$ cat src/rtl/request_encoder.sv
// AUX request frame encoder: serialises a captured request into header, length and
// payload bytes, one byte per cycle, for the AUX bit encoder.
module request_encoder (
  input  logic        clk,
  input  logic        rst_n,
  input  logic        req_vld,
  input  logic        aux_ctrl_i2c_native,
  input  logic [3:0]  req_cmd,
  input  logic [19:0] req_addr,
  input  logic [4:0]  req_len,
  input  logic [7:0]  wr_data,
  output logic        wr_data_rd,
  output logic [7:0]  bdi_aux_out,
  output logic        bdi_aux_out_vld,
  output logic        enc_i2c_native,
  output logic        enc_busy,
  output logic        enc_done
);

  typedef enum logic [2:0] {
    StIdle,
    StHdr0,
    StHdr1,
    StHdr2,
    StLen,
    StData,
    StDone
  } state_e;

  localparam logic [4:0] MaxLen = 5'd16;

  state_e      state_q, state_d;
  logic [3:0]  cmd_q, cmd_d;
  logic [19:0] addr_q, addr_d;
  logic [4:0]  eff_len_q, eff_len_d;
  logic        i2c_q, i2c_d;
  logic        addr_only_q, addr_only_d;
  logic        is_read_q, is_read_d;
  logic [4:0]  cnt_q, cnt_d;
  logic [7:0]  out_q, out_d;
  logic        vld_q, vld_d;
  logic        rd_q, rd_d;
  logic        i2c_out_q, i2c_out_d;
  logic        busy_q, busy_d;
  logic        done_q, done_d;

  logic [4:0]  req_eff_len;
  logic        req_is_read;
  logic        req_addr_only;
  logic [4:0]  cnt_inc;
  logic [7:0]  len_byte;

  // Native zero-length requests still carry one byte; I2C zero-length is address-only.
  always_comb begin
    req_eff_len = req_len;
    if (req_len > MaxLen) begin
      req_eff_len = MaxLen;
    end else if ((req_len == 5'd0) && !aux_ctrl_i2c_native) begin
      req_eff_len = 5'd1;
    end
    req_is_read   = aux_ctrl_i2c_native ? (req_cmd[1:0] != 2'b00) : (req_cmd == 4'b1001);
    req_addr_only = aux_ctrl_i2c_native && (req_len == 5'd0);
  end

  assign cnt_inc  = cnt_q + 5'd1;
  assign len_byte = {3'b000, eff_len_q - 5'd1};

  always_comb begin
    state_d     = state_q;
    cmd_d       = cmd_q;
    addr_d      = addr_q;
    eff_len_d   = eff_len_q;
    i2c_d       = i2c_q;
    addr_only_d = addr_only_q;
    is_read_d   = is_read_q;
    cnt_d       = cnt_q;
    out_d       = 8'h00;
    vld_d       = 1'b0;
    rd_d        = 1'b0;
    i2c_out_d   = 1'b0;
    busy_d      = 1'b0;
    done_d      = 1'b0;

    unique case (state_q)
      StIdle: begin
        if (req_vld) begin
          cmd_d       = req_cmd;
          addr_d      = req_addr;
          eff_len_d   = req_eff_len;
          i2c_d       = aux_ctrl_i2c_native;
          addr_only_d = req_addr_only;
          is_read_d   = req_is_read;
          cnt_d       = 5'd0;
          out_d       = aux_ctrl_i2c_native ? {req_cmd, 4'b0000} : {req_cmd, req_addr[19:16]};
          vld_d       = 1'b1;
          i2c_out_d   = aux_ctrl_i2c_native;
          busy_d      = 1'b1;
          state_d     = StHdr0;
        end
      end

      StHdr0: begin
        out_d     = i2c_q ? 8'h00 : addr_q[15:8];
        vld_d     = 1'b1;
        i2c_out_d = i2c_q;
        busy_d    = 1'b1;
        state_d   = StHdr1;
      end

      StHdr1: begin
        out_d     = i2c_q ? {1'b0, addr_q[6:0]} : addr_q[7:0];
        vld_d     = 1'b1;
        i2c_out_d = i2c_q;
        busy_d    = 1'b1;
        state_d   = StHdr2;
      end

      StHdr2: begin
        busy_d = 1'b1;
        if (addr_only_q) begin
          done_d  = 1'b1;
          state_d = StDone;
        end else begin
          out_d     = len_byte;
          vld_d     = 1'b1;
          i2c_out_d = i2c_q;
          // Pop the first payload byte while LEN is on the bus so data follows contiguously.
          rd_d      = !is_read_q;
          state_d   = StLen;
        end
      end

      StLen: begin
        busy_d = 1'b1;
        if (is_read_q) begin
          done_d  = 1'b1;
          state_d = StDone;
        end else begin
          out_d     = wr_data;
          vld_d     = 1'b1;
          i2c_out_d = i2c_q;
          cnt_d     = 5'd1;
          rd_d      = (eff_len_q > 5'd1);
          state_d   = StData;
        end
      end

      StData: begin
        busy_d = 1'b1;
        if (cnt_q >= eff_len_q) begin
          done_d  = 1'b1;
          state_d = StDone;
        end else begin
          out_d     = wr_data;
          vld_d     = 1'b1;
          i2c_out_d = i2c_q;
          cnt_d     = cnt_inc;
          rd_d      = (cnt_inc < eff_len_q);
          state_d   = StData;
        end
      end

      StDone: begin
        state_d = StIdle;
      end

      default: begin
        state_d = StIdle;
      end
    endcase
  end

  always_ff @(posedge clk) begin
    if (!rst_n) begin
      state_q     <= StIdle;
      cmd_q       <= 4'h0;
      addr_q      <= 20'h00000;
      eff_len_q   <= 5'd0;
      i2c_q       <= 1'b0;
      addr_only_q <= 1'b0;
      is_read_q   <= 1'b0;
      cnt_q       <= 5'd0;
      out_q       <= 8'h00;
      vld_q       <= 1'b0;
      rd_q        <= 1'b0;
      i2c_out_q   <= 1'b0;
      busy_q      <= 1'b0;
      done_q      <= 1'b0;
    end else begin
      state_q     <= state_d;
      cmd_q       <= cmd_d;
      addr_q      <= addr_d;
      eff_len_q   <= eff_len_d;
      i2c_q       <= i2c_d;
      addr_only_q <= addr_only_d;
      is_read_q   <= is_read_d;
      cnt_q       <= cnt_d;
      out_q       <= out_d;
      vld_q       <= vld_d;
      rd_q        <= rd_d;
      i2c_out_q   <= i2c_out_d;
      busy_q      <= busy_d;
      done_q      <= done_d;
    end
  end

  assign wr_data_rd      = rd_q;
  assign bdi_aux_out     = out_q;
  assign bdi_aux_out_vld = vld_q;
  assign enc_i2c_native  = i2c_out_q;
  assign enc_busy        = busy_q;
  assign enc_done        = done_q;

endmodule

$ cat config.mk
export PLATFORM = sky130hd
export DESIGN_NAME = request_encoder
export DESIGN_NICKNAME = d
export VERILOG_FILES = /design/src/rtl/request_encoder.sv
export SDC_FILE = /design/constraint.sdc
export NUM_CORES = 1
export LEC_CHECK = 0
export ABC_AREA = 1
export BUFFER_PORTS_ARGS = -buffer_cell sky130_fd_sc_hd__buf_2
export CAP_MARGIN = 20
export CORE_ASPECT_RATIO = 0.5
export CORE_MARGIN = 5
export CORE_UTILIZATION = 40
export DETAILED_ROUTE_END_ITERATION = 8
export PLACE_DENSITY = 0.66
export SLEW_MARGIN = 25
export SYNTH_ARGS = -nofsm -noshare
export SYNTH_HDL_FRONTEND = slang
export SYNTH_SLANG_ARGS = --single-unit
$ cat constraint.sdc
create_clock -name clk -period 2.4 [get_ports clk]
set_input_delay 0.6 -clock clk [delete_from_list [all_inputs] [get_ports clk]]
set_output_delay 0.6 -clock clk [all_outputs]
set_load 0.005 [all_outputs]
==> flow_summary_export.csv <==
group,metric,value,unit
run_status,outcome,"finished clean",
cts,htree_num_levels,2,
worst_setup_path,critical_path_cell_sequence,"ha_1 -> nand4_1 -> and2_1 -> ha_1 -> a21oi_1 -> o21ai_0 -> nor2_1 -> nand3b_1 -> a21oi_1",
synthesis,synth_seq_area_share,0.370,
global_route,antenna_found_initial,0,
global_route,grt_first_pass_wirelength,9.43,mm
global_route,grt_pass1_vias,2115,
die,row_count,20,
worst_setup_path,reg2regPathDepth,9,
global_route,global_route.usage.total,0.148,
run,cap_violations,0,
sta,worst_clock_skew,6.15,ps
synthesis,synthCells,359,
route,drtPass1Iterations,4,
synthesis,synthesis.nets,413,
sta,period_share,0.818,
sta,slew_headroom,0.451,
synthesis,yosys_warnings,0,
synthesis,async_flop_share,0,
global_route,largest_net_degree_at_the_start_of_global_routing,32,
cts,clk_transition_reported_paths,70,ps
power,power.share.clock,0.243,
die,fp.coreArea,0.00598,sq mm
sta,timing.final.hold_violations,0,
place,detailed_place_hpwl,4.38,mm
cts,clock_latency,290,ps
finish,multi_input_comb_area,0.00129,sq mm
power,net-switching-power,1.19,mW
worst_setup_path,critPathLaunchType,"flop",
worst_setup_path,critical_path_peak_fanout,6,
synthesis,number_of_flops_mapped_to_enable_cells_by_yosys,0,
place,portBuffers,53,
finish,num-nets-final,467,
power,vdd_drop_max,0.350,mV
worst_setup_path,critPathRequiredTime,2610,ps
cts,cts_sinks,45,
die,effective_utilization_at_floorplan,0.407,
route,routedWlPerCell,11.8,um
hold_path,min_path_type,"flop to flop",
sta,setup_viol,0,
power,design_power_total,2.98,mW
sta,unrepaired_setup_endpoints_after_global_routing,"false",
cts,cts_tree,"done",
route,post_drt_via_cell_ratio,4.79,
finish,fillerInstances,618,
sta,final_tns_setup,0,ps
hold_path,hold-path-cell-count,2,
finish,register_area,901,sq um
synthesis,synth_ff_type,"sky130_fd_sc_hd__dfxtp_1",
power,part_of_the_total_power_dissipated_in_sequential_elements,0.359,
power,power.static_leakage,1.53,nW
cts,cts_setup_buffers,0,
synthesis,synth_area,0.00243,sq mm
global_route,globalRouteOverflowTotal,0,
worst_setup_path,worst_path_largest_cell_delay,450,ps
synthesis,yosys.area.top_type,"sky130_fd_sc_hd__dfxtp_1",
worst_setup_path,timing.setup.critical_path_class,"flop to flop",
cts,cells_resized_by_post_cts_repair,0,
route,detail_route.wirelength,5.79,mm
synthesis,syn_avg_cell_area,6.78,sq um
synthesis,synth_top_area_frac,0.370,
power,powerDensity,1020,mW/mm^2
finish,drive_gt1_frac,0.188,
cts,cts_hold_repair.buffers,0,
power,switching_share,0.398,
finish,n_antenna_cell,0,
finish,area_growth_syn_to_layout,20.1,%
worst_setup_path,timing.critical_path.arrival,2170,ps
route,drt_iter0_drc,129,
sta,worst-slew-pin-transition,823,ps
worst_setup_path,cp-end-kind,"flop",
die,ios,54,
cts,cts_root_buffer,"sky130_fd_sc_hd__clkbuf_16",
synthesis,netlist-cell-type-count,29,
synthesis,flops_latches_synth,45,
sta,final_period_minus_worst_setup_slack,1960,ps
route,via_count,2350,
power,portion_of_total_power_attributed_to_combinational_logic,0.397,
die,chipHeight,65.1,um
synthesis,yosys.cell_count.top_type,"sky130_fd_sc_hd__nand2_1",
synthesis,synth.area.top_cells,"sky130_fd_sc_hd__dfxtp_1, sky130_fd_sc_hd__nand2_1, sky130_fd_sc_hd__a21oi_1, sky130_fd_sc_hd__inv_1, sky130_fd_sc_hd__ha_1",
worst_setup_path,slowest_stage,"sky130_fd_sc_hd__dfxtp_1",
cts,cts.path.max_buffers,2,
die,fp.dieArea,0.00784,sq mm
place,gp_congestion,0.836,
sta,max_freq,0.510,GHz
route,drc,0,
power,power_report.internal_total,1.79,mW
sta,slew_viol_final,0,
route,postRouteAntennaNets,0,
die,die-width,120,um
synthesis,synth.cells.most_frequent,"sky130_fd_sc_hd__nand2_1, sky130_fd_sc_hd__inv_1, sky130_fd_sc_hd__dfxtp_1",
cts,numCtsBuffers,5,
## stage by stage
step	cells	util	setup slack [ps]	hold slack, ps	instance area [sq um]
floorplan	359	-	755	424	2430
global placement	483	0.462	456	437	2770
detailed placement	483	0.462	460	440	2770
CTS	491	0.488	437	450	2920
global route	491	0.488	285	466	2920
finish	491	0.488	438	451	2920
## worst max-delay path: cells and delay by family, from the launching register on
kind	cells	cell delay [ps]
DFF	1	450
AOI/OAI and AO/OA	3	360
adders and majority gates	2	540
and+or+nand+nor	4	540
## cells in the final DEF (no fill, tap or decap), types with 2 or more instances in the layout
cell,synthesis,final
sky130_fd_sc_hd__nand3_1,23,23
sky130_fd_sc_hd__nor2_2,4,4
sky130_fd_sc_hd__inv_2,2,2
sky130_fd_sc_hd__nand2_2,3,3
sky130_fd_sc_hd__nand2_1,113,113
sky130_fd_sc_hd__nor2_1,26,26
sky130_fd_sc_hd__buf_2,2,53
sky130_fd_sc_hd__a21oi_1,36,36
sky130_fd_sc_hd__nand3_2,2,2
sky130_fd_sc_hd__xor2_1,2,2
sky130_fd_sc_hd__buf_4,0,3
sky130_fd_sc_hd__nand4_1,8,8
sky130_fd_sc_hd__a22oi_1,2,2
sky130_fd_sc_hd__inv_1,48,48
sky130_fd_sc_hd__clkbuf_16,0,5
sky130_fd_sc_hd__dfxtp_1,45,45
sky130_fd_sc_hd__o21ai_1,2,2
sky130_fd_sc_hd__a211oi_1,2,2
sky130_fd_sc_hd__and2_1,2,2
sky130_fd_sc_hd__o21ai_0,9,9
sky130_fd_sc_hd__ha_1,13,13
## state kept, by name (all words and copies together), names as in the netlist
register,count
addr_q,16
is_read_q,1
bdi_aux_out_vld,1
addr_only_q,1
eff_len_q,5
cnt_q,5
enc_busy,1
state_q,3
enc_done,1
wr_data_rd,1
bdi_aux_out,8
i2c_q,1
enc_i2c_native,1
## power groups by stage
| stage | clock [mW] | sequential, mW | combinational (mW) |
|---|---|---|---|
| floorplan | 0 | 1.06 | 0.909 |
| global placement | 0 | 1.08 | 1.19 |
| detailed placement | 0 | 1.09 | 1.19 |
| CTS | 0.736 | 1.07 | 1.19 |
| global route | 0.767 | 1.10 | 1.36 |
| finish | 0.725 | 1.07 | 1.18 |
## kinds of logic (layout without fill, tap and decap cells)
kind of cell / after synthesis / in the layout / synth area share
AOI/OAI and AO/OA: 53 / 53 / 0.115
xor gates and xnor gates: 2 / 2 / 0.00720
adders and majority gates: 13 / 13 / 0.0669
buffers and inverters: 59 / 114 / 0.0983
DFF: 45 / 45 / 0.370
and+or+nand+nor: 187 / 187 / 0.342
## path summary, 6_finish.rpt
kind,startpoint,to,slack [ps]
max,cnt_q[0]$_SDFFE_PN0P_,wr_data_rd$_SDFF_PN0_,440
min reg2reg,addr_q[3]$_SDFFE_PN0P_,addr_q[3]$_SDFFE_PN0P_,450
min,addr_q[3]$_SDFFE_PN0P_,addr_q[3]$_SDFFE_PN0P_,450
max reg2reg,cnt_q[0]$_SDFFE_PN0P_,wr_data_rd$_SDFF_PN0_,440
## cell type report
class | instances | area share
multi-input combinational | 255 | 0.443
tap | 77 | 0.0330
sequential | 45 | 0.308
clock buffer | 6 | 0.0476
clock inverter | 2 | 0.00557
inverter | 50 | 0.0643
timing repair buffer | 56 | 0.0985
## per-layer routing
metal,vias up,part of all wire,GRT usage
met1,1046,0.49,0.202
met5,-,0,0
li1,1249,-,-
met2,50,0.46,0.240
met4,0,0.010,0.0410
met3,5,0.044,0.0310
No activity file was read; power rests on OpenSTA's default activity.
